$ cat src/rtl/omsp_spm_table.sv
// Protection table for NUM_SM software modules: a sequential scan engine that
// allocates and frees entries, plus combinational runtime access checks.
module omsp_spm_table #(
    parameter int NUM_SM = 4,
    parameter int ADDR_W = 16,
    parameter int ID_W   = 16
) (
    input  logic                          mclk,
    input  logic                          puc_rst,
    input  logic                          cfg_req,
    input  logic                          cfg_op,
    input  logic [ADDR_W-1:0]             cfg_pub_start,
    input  logic [ADDR_W-1:0]             cfg_pub_end,
    input  logic [ADDR_W-1:0]             cfg_sec_start,
    input  logic [ADDR_W-1:0]             cfg_sec_end,
    input  logic [ADDR_W-1:0]             cfg_pc,
    output logic                          cfg_busy,
    output logic                          cfg_done,
    output logic [2:0]                    cfg_status,
    output logic [ID_W-1:0]               cfg_id,
    input  logic [ADDR_W-1:0]             pc,
    input  logic [ADDR_W-1:0]             prev_pc,
    input  logic [ADDR_W-1:0]             mab,
    input  logic [ADDR_W-1:0]             dma_addr,
    input  logic                          mb_en,
    input  logic                          dma_en,
    input  logic [1:0]                    mb_wr,
    output logic                          executing,
    output logic [ID_W-1:0]               exec_id,
    output logic                          violation,
    output logic                          dma_violation,
    output logic [$clog2(NUM_SM+1)-1:0]   active_count
);

    localparam int IDX_W = $clog2(NUM_SM);
    localparam int CNT_W = $clog2(NUM_SM+1);

    localparam logic [2:0] ST_OK      = 3'd0;
    localparam logic [2:0] ST_RANGE   = 3'd1;
    localparam logic [2:0] ST_OVERLAP = 3'd2;
    localparam logic [2:0] ST_FULL    = 3'd3;
    localparam logic [2:0] ST_NOTFND  = 3'd4;

    typedef enum logic [1:0] {S_IDLE, S_SCAN, S_COMMIT, S_DONE_ERR} state_t;

    function automatic logic f_in(input logic [ADDR_W-1:0] a, s, e);
        return (a >= s) && (a < e);
    endfunction

    // Half-open overlap; a zero-length region never overlaps anything.
    function automatic logic f_ovl(input logic [ADDR_W-1:0] as, ae, bs, be);
        return (as < be) && (bs < ae) && (as < ae) && (bs < be);
    endfunction

    function automatic logic [ID_W-1:0] f_next_id(input logic [ID_W-1:0] id);
        return (id == {ID_W{1'b1}}) ? ID_W'(1) : id + ID_W'(1);
    endfunction

    // Table
    logic [NUM_SM-1:0] r_en;
    logic [ID_W-1:0]   r_tid [NUM_SM];
    logic [ADDR_W-1:0] r_ps  [NUM_SM];
    logic [ADDR_W-1:0] r_pe  [NUM_SM];
    logic [ADDR_W-1:0] r_ss  [NUM_SM];
    logic [ADDR_W-1:0] r_se  [NUM_SM];

    // Engine control
    state_t            r_state, w_nstate;
    logic [IDX_W-1:0]  r_idx;
    logic              r_ovl, r_free_vld, r_tgt_vld;
    logic [IDX_W-1:0]  r_free_idx, r_tgt_idx;
    logic [ID_W-1:0]   r_tgt_id;
    logic [ID_W-1:0]   r_next_id;
    logic [2:0]        r_cfg_status;
    logic [ID_W-1:0]   r_cfg_id;

    // Captured request
    logic              r_op;
    logic [ADDR_W-1:0] r_c_ps, r_c_pe, r_c_ss, r_c_se, r_c_pc;

    logic              w_accept, w_invalid, w_ent_ovl, w_ent_tgt;
    logic              w_c_write, w_c_clear;
    logic [2:0]        w_c_status;
    logic [ID_W-1:0]   w_c_id;

    assign w_invalid = !(cfg_pub_start < cfg_pub_end) || (cfg_sec_start > cfg_sec_end) ||
                       f_ovl(cfg_pub_start, cfg_pub_end, cfg_sec_start, cfg_sec_end);

    assign w_ent_ovl = r_en[r_idx] &&
                       (f_ovl(r_c_ps, r_c_pe, r_ps[r_idx], r_pe[r_idx]) ||
                        f_ovl(r_c_ps, r_c_pe, r_ss[r_idx], r_se[r_idx]) ||
                        f_ovl(r_c_ss, r_c_se, r_ps[r_idx], r_pe[r_idx]) ||
                        f_ovl(r_c_ss, r_c_se, r_ss[r_idx], r_se[r_idx]));
    assign w_ent_tgt = r_en[r_idx] && f_in(r_c_pc, r_ps[r_idx], r_pe[r_idx]);

    always_comb begin
        w_nstate = r_state;
        w_accept = 1'b0;
        cfg_busy = 1'b0;
        cfg_done = 1'b0;
        case (r_state)
            S_IDLE: begin
                if (cfg_req) begin
                    w_accept = 1'b1;
                    w_nstate = (!cfg_op && w_invalid) ? S_DONE_ERR : S_SCAN;
                end
            end
            S_SCAN: begin
                cfg_busy = 1'b1;
                if (r_idx == IDX_W'(NUM_SM-1)) w_nstate = S_COMMIT;
            end
            S_COMMIT: begin
                cfg_busy = 1'b1;
                cfg_done = 1'b1;
                w_nstate = S_IDLE;
            end
            default: begin
                cfg_busy = 1'b1;
                cfg_done = 1'b1;
                w_nstate = S_IDLE;
            end
        endcase
    end

    always_comb begin
        w_c_status = ST_OK;
        w_c_id     = '0;
        if (r_state == S_DONE_ERR) begin
            w_c_status = ST_RANGE;
        end else if (!r_op) begin
            if (r_ovl)            w_c_status = ST_OVERLAP;
            else if (!r_free_vld) w_c_status = ST_FULL;
            else                  w_c_id     = r_next_id;
        end else begin
            if (!r_tgt_vld) w_c_status = ST_NOTFND;
            else            w_c_id     = r_tgt_id;
        end
    end

    assign w_c_write  = (r_state == S_COMMIT) && !r_op && !r_ovl && r_free_vld;
    assign w_c_clear  = (r_state == S_COMMIT) && r_op && r_tgt_vld;
    // Result is visible in the done cycle itself, then held in registers.
    assign cfg_status = cfg_done ? w_c_status : r_cfg_status;
    assign cfg_id     = cfg_done ? w_c_id     : r_cfg_id;

    always_ff @(posedge mclk or posedge puc_rst) begin
        if (puc_rst) begin
            r_state      <= S_IDLE;
            r_idx        <= '0;
            r_ovl        <= 1'b0;
            r_free_vld   <= 1'b0;
            r_free_idx   <= '0;
            r_tgt_vld    <= 1'b0;
            r_tgt_idx    <= '0;
            r_tgt_id     <= '0;
            r_next_id    <= ID_W'(1);
            r_cfg_status <= ST_OK;
            r_cfg_id     <= '0;
        end else begin
            r_state <= w_nstate;
            if (w_accept) begin
                r_idx      <= '0;
                r_ovl      <= 1'b0;
                r_free_vld <= 1'b0;
                r_tgt_vld  <= 1'b0;
            end
            if (r_state == S_SCAN) begin
                r_idx <= r_idx + IDX_W'(1);
                if (w_ent_ovl) r_ovl <= 1'b1;
                if (!r_en[r_idx] && !r_free_vld) begin
                    r_free_vld <= 1'b1;
                    r_free_idx <= r_idx;
                end
                if (w_ent_tgt && !r_tgt_vld) begin
                    r_tgt_vld <= 1'b1;
                    r_tgt_idx <= r_idx;
                    r_tgt_id  <= r_tid[r_idx];
                end
            end
            if (cfg_done) begin
                r_cfg_status <= w_c_status;
                r_cfg_id     <= w_c_id;
            end
            if (w_c_write) r_next_id <= f_next_id(r_next_id);
        end
    end

    always_ff @(posedge mclk) begin
        if (w_accept) begin
            r_op   <= cfg_op;
            r_c_ps <= cfg_pub_start;
            r_c_pe <= cfg_pub_end;
            r_c_ss <= cfg_sec_start;
            r_c_se <= cfg_sec_end;
            r_c_pc <= cfg_pc;
        end
    end

    always_ff @(posedge mclk or posedge puc_rst) begin
        if (puc_rst) begin
            r_en <= '0;
            for (int i = 0; i < NUM_SM; i++) begin
                r_tid[i] <= '0;
                r_ps[i]  <= '0;
                r_pe[i]  <= '0;
                r_ss[i]  <= '0;
                r_se[i]  <= '0;
            end
        end else if (w_c_write) begin
            r_en[r_free_idx]  <= 1'b1;
            r_tid[r_free_idx] <= r_next_id;
            r_ps[r_free_idx]  <= r_c_ps;
            r_pe[r_free_idx]  <= r_c_pe;
            r_ss[r_free_idx]  <= r_c_ss;
            r_se[r_free_idx]  <= r_c_se;
        end else if (w_c_clear) begin
            r_en[r_tgt_idx]  <= 1'b0;
            r_tid[r_tgt_idx] <= '0;
            r_ps[r_tgt_idx]  <= '0;
            r_pe[r_tgt_idx]  <= '0;
            r_ss[r_tgt_idx]  <= '0;
            r_se[r_tgt_idx]  <= '0;
        end
    end

    // Runtime enforcement, per entry then reduced
    logic [NUM_SM-1:0] w_exec, w_viol, w_dma;

    for (genvar g = 0; g < NUM_SM; g++) begin : g_ent
        logic w_acc_pub, w_acc_sec, w_pc_in;
        assign w_pc_in   = f_in(pc, r_ps[g], r_pe[g]);
        assign w_acc_pub = mb_en && f_in(mab, r_ps[g], r_pe[g]);
        assign w_acc_sec = mb_en && f_in(mab, r_ss[g], r_se[g]);
        assign w_exec[g] = r_en[g] && w_pc_in;
        assign w_viol[g] = r_en[g] &&
                           ((w_acc_pub && !(w_pc_in && (mb_wr == 2'b00))) ||
                            (w_acc_sec && !w_pc_in) ||
                            (w_pc_in && !f_in(prev_pc, r_ps[g], r_pe[g]) && (pc != r_ps[g])));
        assign w_dma[g]  = r_en[g] && dma_en &&
                           (f_in(dma_addr, r_ps[g], r_pe[g]) || f_in(dma_addr, r_ss[g], r_se[g]));
    end

    assign executing     = |w_exec;
    assign violation     = |w_viol;
    assign dma_violation = |w_dma;

    always_comb begin
        exec_id      = '0;
        active_count = '0;
        for (int i = NUM_SM-1; i >= 0; i--) begin
            if (w_exec[i]) exec_id = r_tid[i];
            active_count = active_count + CNT_W'(r_en[i]);
        end
    end

endmodule

$ cat config.mk
export PLATFORM = sky130hd
export DESIGN_NAME = omsp_spm_table
export DESIGN_NICKNAME = d
export VERILOG_FILES = /design/src/rtl/omsp_spm_table.sv
export SDC_FILE = /design/constraint.sdc
export NUM_CORES = 2
export LEC_CHECK = 0
export CAP_MARGIN = 5
export CORE_MARGIN = 4
export CORE_UTILIZATION = 35
export CTS_CLUSTER_DIAMETER = 40
export DETAILED_ROUTE_END_ITERATION = 10
export PLACE_DENSITY = 0.53
export SETUP_SLACK_MARGIN = 0.1
export SYNTH_ARGS = -nofsm -noshare
export SYNTH_HDL_FRONTEND = slang
export SYNTH_SLANG_ARGS = --single-unit
$ cat constraint.sdc
create_clock -name mclk -period 14.55 [get_ports mclk]
set_input_delay 2.91 -clock mclk [delete_from_list [all_inputs] [get_ports mclk]]
set_output_delay 2.91 -clock mclk [all_outputs]
set_load 0.005 [all_outputs]
# Word level (Yosys, flattened, before mapping)

Cells that the tools add are included.

Output and inout bits: 43
Register bits: 467

Bitwise gates (word level): 12
$add $sub $neg: 5
Eq/ne operators: 11
$lt $le $gt $ge: 77
Reduce and logical (&&, ||, !) cells: 145
Multiplexer cells: 78

Operators with widths:

| kind                    | count |
|---|---|
| $lt A16 B16 Y1          | 41 |
| $mux W64                | 10 |
| $ge A16 B16 Y1          | 25 |
| $mux W16                | 23 |
| $and A64 B64 Y64        | 5 |
| $bwmux W64              | 5 |
| $bmux W16 S2            | 5 |
| $logic_and A1 B1 Y1     | 98 |
| $demux W16 S2           | 2 |
| $ne A16 B16 Y1          | 4 |
| $not A64 Y64            | 1 |
| $logic_not A1 Y1        | 19 |
| $logic_or A1 B1 Y1      | 17 |
| $add A16 B1 Y16 const B | 1 |
| $eq A16 B16 Y1 const B  | 1 |
| $gt A16 B16 Y1          | 1 |
| $mux W1                 | 16 |
| $mux W2                 | 7 |
| $mux W3                 | 4 |
| $reduce_or A4 Y1        | 3 |
| $ge A3 B3 Y1 const B    | 3 |
| $lt A2 B3 Y1 const B    | 3 |
| $not A2 Y3              | 3 |
| $mux W4                 | 2 |
| other kinds (19)        | 29 |

# Depth between registers and ports, before layout

Depth after elaboration: 14
Gate-level depth with buffers: 17
Gate-level depth less buffers: 11

# Worst setup path before layout

Ideal clock, no wire load.

Kind: input to output
Start point: in pc[0]
End point: out violation
Arrival: 5.217 ns
Setup slack: 6.423 ns
Required time: 11.640 ns
Cell stages on the path: 10
Cell sequence: inv_1 > ha_1 > nand2b_1 > a2111oi_2 > nor4_2 > or3_1 > nand3_1 > a211oi_1 > a2111o_1 > or4b_1

Longest elaborated chain between the ends: 9
Elaborated cells between the ends (all ways): 57

RTL lines:

| what                                                    | RTL line | source |
|---|---|---|
| start: declaration                                      | 21       | `input logic [ADDR_W-1:0] pc,` |
| $ge A16 B16 Y1 / $lt A16 B16 Y1 (equally long branches) | 47       | `return (a >= s) && (a < e);` |
| $logic_and A1 B1 Y1                                     | 47       |  |
| $logic_and A1 B1 Y1                                     | 236      | `((w_acc_pub && !(w_pc_in && (mb_wr == 2'b00))) \|\|` |
| $logic_not A1 Y1                                        | 236      |  |
| $logic_and A1 B1 Y1                                     | 236      |  |
| $logic_or A1 B1 Y1                                      | 236      |  |
| $logic_or A1 B1 Y1                                      | 237      | `(w_acc_sec && !w_pc_in) \|\|` |
| $logic_and A1 B1 Y1                                     | 235      | `assign w_viol[g] = r_en[g] &&` |
| $reduce_or A4 Y1 (*)                                    | 244      | `assign violation = \|w_viol;` |
| end: declaration                                        | 30       | `output logic violation,` |

Mark *: on every way between the ends. The rest lies on a longest branch, timed or not.

# Worst setup path after layout

Start point: in pc[2]
End point: out exec_id[3]

Longest elaborated chain between the ends: 7
Elaborated cells between the ends (all ways): 20

RTL lines:

| what                                                    | RTL line | source |
|---|---|---|
| $ge A16 B16 Y1 / $lt A16 B16 Y1 (equally long branches) | 47       |  |
| $logic_and A1 B1 Y1                                     | 47       |  |
| $logic_and A1 B1 Y1                                     | 234      | `assign w_exec[g] = r_en[g] && w_pc_in;` |
| $mux W16 (3 in a row)                                   | 251      | `if (w_exec[i]) exec_id = r_tid[i];` |
| $mux W16 (*)                                            | 251      |  |
| end: declaration                                        | 29       | `output logic [ID_W-1:0] exec_id,` |

Marks and branches as above.

==> impl_metrics.env <==
export IMPL_outcome="finished clean"
export IMPL_antenna_found_initial=5
export IMPL_fin_skew_ps=56.4
export IMPL_ys_types=87
export IMPL_slew_headroom_pct=16.3
export IMPL_grt_pass1_vias=35983
export IMPL_max_slew_worst_pin_slew_ps=1240
export IMPL_swShare_pct=44.3
export IMPL_finalSetupViolCount=0
export IMPL_required_ps=11640
export IMPL_critical_path_class="in2out"
export IMPL_drcViolationCount=0
export IMPL_drv_slew=0
export IMPL_netlist_area_um2=41500
export IMPL_utilization_pct=41.2
export IMPL_clock_latency_ps=680
export IMPL_pre_cts_slack_ps=4150
export IMPL_ff_latch_area_um2=12100
export IMPL_vias=36286
export IMPL_p_per_area_nw_per_um2=176
export IMPL_ys_top_cells_by_count="ha_1 (1,020), dfrtp_1 (385), inv_1 (383)"
export IMPL_critPathMaxFanout=17
export IMPL_num_io_pins=195
export IMPL_overflow=0
export IMPL_pwr_share_clk_pct=25.0
export IMPL_cp_arrival_ps=7170
export IMPL_clock_path_buffers=3
export IMPL_cp_slowest_stage_delay_ps=780
export IMPL_cts_root_buf="clkbuf_16"
export IMPL_ant_nets=0
export IMPL_fin_nets=5489
export IMPL_final_layout_size_suffix_gt1_share_pct=7.29
export IMPL_synth_area_leaders="ha_1 (31%), dfrtp_1 (23%), a22o_1 (6.8%)"
export IMPL_die_h_um=353
export IMPL_synth_seq_cells=467
export IMPL_coreArea_um2=118000
export IMPL_synth_edf_count=81
export IMPL_synthCells=4097
export IMPL_initial_core_util_pct=35.2
export IMPL_cp_buffers_inverters=3
export IMPL_cp_end_kind="primary output"
export IMPL_yosys_area_top_type_share_pct=30.7
export IMPL_p_leak_nw=21.4
export IMPL_multi_input_area_um2=27600
export IMPL_post_cts_buffers=0
export IMPL_cts_resized_gates=0
export IMPL_async_flop_share_pct=82.7
export IMPL_clkTransAtPathRegs_ps=50
export IMPL_p_comb_share_pct=50.1
export IMPL_grt_first_pass_wirelength_um=252000
export IMPL_peakVddDrop_v=0.0000957
export IMPL_tns_ps=0
export IMPL_hold_buffers=0
export IMPL_grt_usage_pct=27.4
export IMPL_syn_avg_cell_area_um2=10.1
export IMPL_yosysTopAreaCell="ha_1"
export IMPL_finalWirelength_um=174000
export IMPL_first_iter_violations=3199
export IMPL_htreeDepth=3
export IMPL_postLayoutSetupSlackWorst_ps=4470
export IMPL_synth_most_common_cell="ha_1"
export IMPL_via_per_inst=6.12
export IMPL_yosys_warnings=0
export IMPL_wire_per_inst_um=29.4
export IMPL_fillers=11394
export IMPL_io_buffers=194
export IMPL_hpwl_um=133000
export IMPL_dieArea_um2=124000
export IMPL_synthesis_nets=5270
export IMPL_area_growth_pct=17.0
export IMPL_cts_tree="done"
export IMPL_hold_path_class="reg2reg"
export IMPL_slowest_stage="a21oi_2"
export IMPL_first_pass_iters=5
export IMPL_ys_flop_type="dfrtp_1"
export IMPL_crit_family="compound AO/OA/AOI/OAI gates"
export IMPL_netSwitchingPower_mw=3.79
export IMPL_fmax_mhz=99.2
export IMPL_power_frac_seq_pct=24.8
export IMPL_path_cells="clkdlybuf4s50_1 -> ha_1 -> nand2_1 -> o21ai_1 -> a31oi_1 -> or4b_1 -> and4_1 -> buf_4 -> a21oi_2 -> a31oi_1 -> clkdlybuf4s50_1"
export IMPL_hold_viol_final=0
export IMPL_total_power_mw=8.56
export IMPL_die_x_um=353
export IMPL_place_congestion=0.980
export IMPL_cp_start_kind="input pin"
export IMPL_finalCritPeriodShare_pct=69.3
export IMPL_rsz0062_at_grt="false"
export IMPL_clock_sinks=467
export IMPL_rows=126
export IMPL_period_minus_slack_ps=10080
export IMPL_synth_seq_area_share_pct=29.1
export IMPL_grt_max_degree=115
export IMPL_p_int_mw=4.77
export IMPL_cts_inserted_buffers=86
export IMPL_cap_violations=0
[worst paths after layout]
check                      cells after the start  slack [ps]   startpoint             to
hold / removal                                 1         490  r_tgt_id[3]    r_tgt_id[3]
setup / recovery                              11        4470        pc[2]     exec_id[3]
min in group asynchronous                      2        2840      puc_rst  r_next_id[11]
hold reg to reg                                1         490  r_tgt_id[3]    r_tgt_id[3]
max in group asynchronous                      4        9850      puc_rst       r_tid[4]
setup reg to reg                              12        9300     r_idx[1]          r_ovl
[layout by cell type (no fill, tap or decap), types with 18 or more instances in the layout]
cell / n
ha_1: 1020
dfrtp_1: 383
inv_1: 381
a22o_1: 321
a21oi_1: 264
clkdlybuf4s50_1: 194
o21ai_0: 171
nand2_1: 159
nor2_1: 141
nand4_1: 123
a21o_1: 105
clkbuf_16: 88
mux4_2: 81
a211oi_1: 81
edfxtp_1: 81
nand3_1: 77
nor2b_1: 63
buf_4: 58
nor3_1: 51
nand2b_1: 42
o211ai_1: 39
a31oi_1: 36
o21ai_1: 28
o21a_1: 25
a2111oi_0: 22
nand3b_1: 19
and3_1: 18
mux2_1: 18
[cell families (layout without fill, tap and decap cells)]
| kind of cell | count (synthesis) | in the layout | share of synthesized area, % |
|---|---|---|---|
| xor+xnor | 13 | 13 | 0.274 |
| other cells | 0 | 6 | 0 |
| simple gates | 769 | 769 | 9.67 |
| mux | 104 | 104 | 5.01 |
| buf+inv | 505 | 798 | 4.61 |
| fa+ha+maj | 1021 | 1021 | 30.8 |
| flops | 467 | 467 | 29.1 |
| compound gates | 1218 | 1218 | 20.6 |
[worst register-to-register path: cells and delay by family (launching register included)]
family	cells	cell delay [ps]
compound gates	5	1250
fa+ha+maj	1	340
buf+inv	2	1340
flops	1	630
mux	1	820
simple gates	3	730
[power by group through the flow]
stage	Sequential, mW	Clock, mW	Combinational, mW
after global routing	2.16	2.23	4.75
after floorplan	1.89	0	2.75
after detailed placement	2.12	0	4.22
after global placement	2.11	0	4.15
final	2.12	2.14	4.29
after CTS	2.10	2.17	4.25
[per-stage QoR]
step / hold WS [ps] / instance area (um2) / instances
floorplan: 464 / 41500 / 4097
global placement: 475 / 45500 / 5762
detailed placement: 483 / 45500 / 5763
CTS: 495 / 48600 / 5925
global route: 513 / 48600 / 5928
finish: 490 / 48600 / 5932
[registers in the layout, summed over array words and instances, names as in the netlist, 2 cells and up]
register and cells:
r_en 4, r_pe 64, r_se 64, r_cfg_status 3, r_c_pc 16, r_ps 64, r_ss 64, r_c_ss 16
r_c_se 16, r_tid 64, r_idx 2, r_c_ps 16, r_tgt_id 16, r_cfg_id 16, r_c_pe 16, r_free_idx 2
r_state 2, r_tgt_idx 2, r_next_id 16
[metal layers]
| layer | wire length [um] | up-vias | global-route usage [%] | part of all wire [%] |
|---|---|---|---|---|
| met5 | 13 | - | 0 | 0.0075 |
| met4 | 7080 | 2 | 10.1 | 4.1 |
| met3 | 13200 | 289 | 4.73 | 7.6 |
| met2 | 79000 | 1490 | 44.1 | 45 |
| met1 | 75100 | 18200 | 37.0 | 43 |
| li1 | - | 16305 | - | - |
[area by class of cell]
type	instances	area share, %
clock inverter	59	1.69
antenna	6	0.0309
tap	1536	3.95
timing repair buffer	253	4.90
sequential	467	24.9
clock buffer	103	4.75
inverter	383	2.98
multi-input combinational	3125	56.8
No activity file was read; power rests on OpenSTA's default activity.
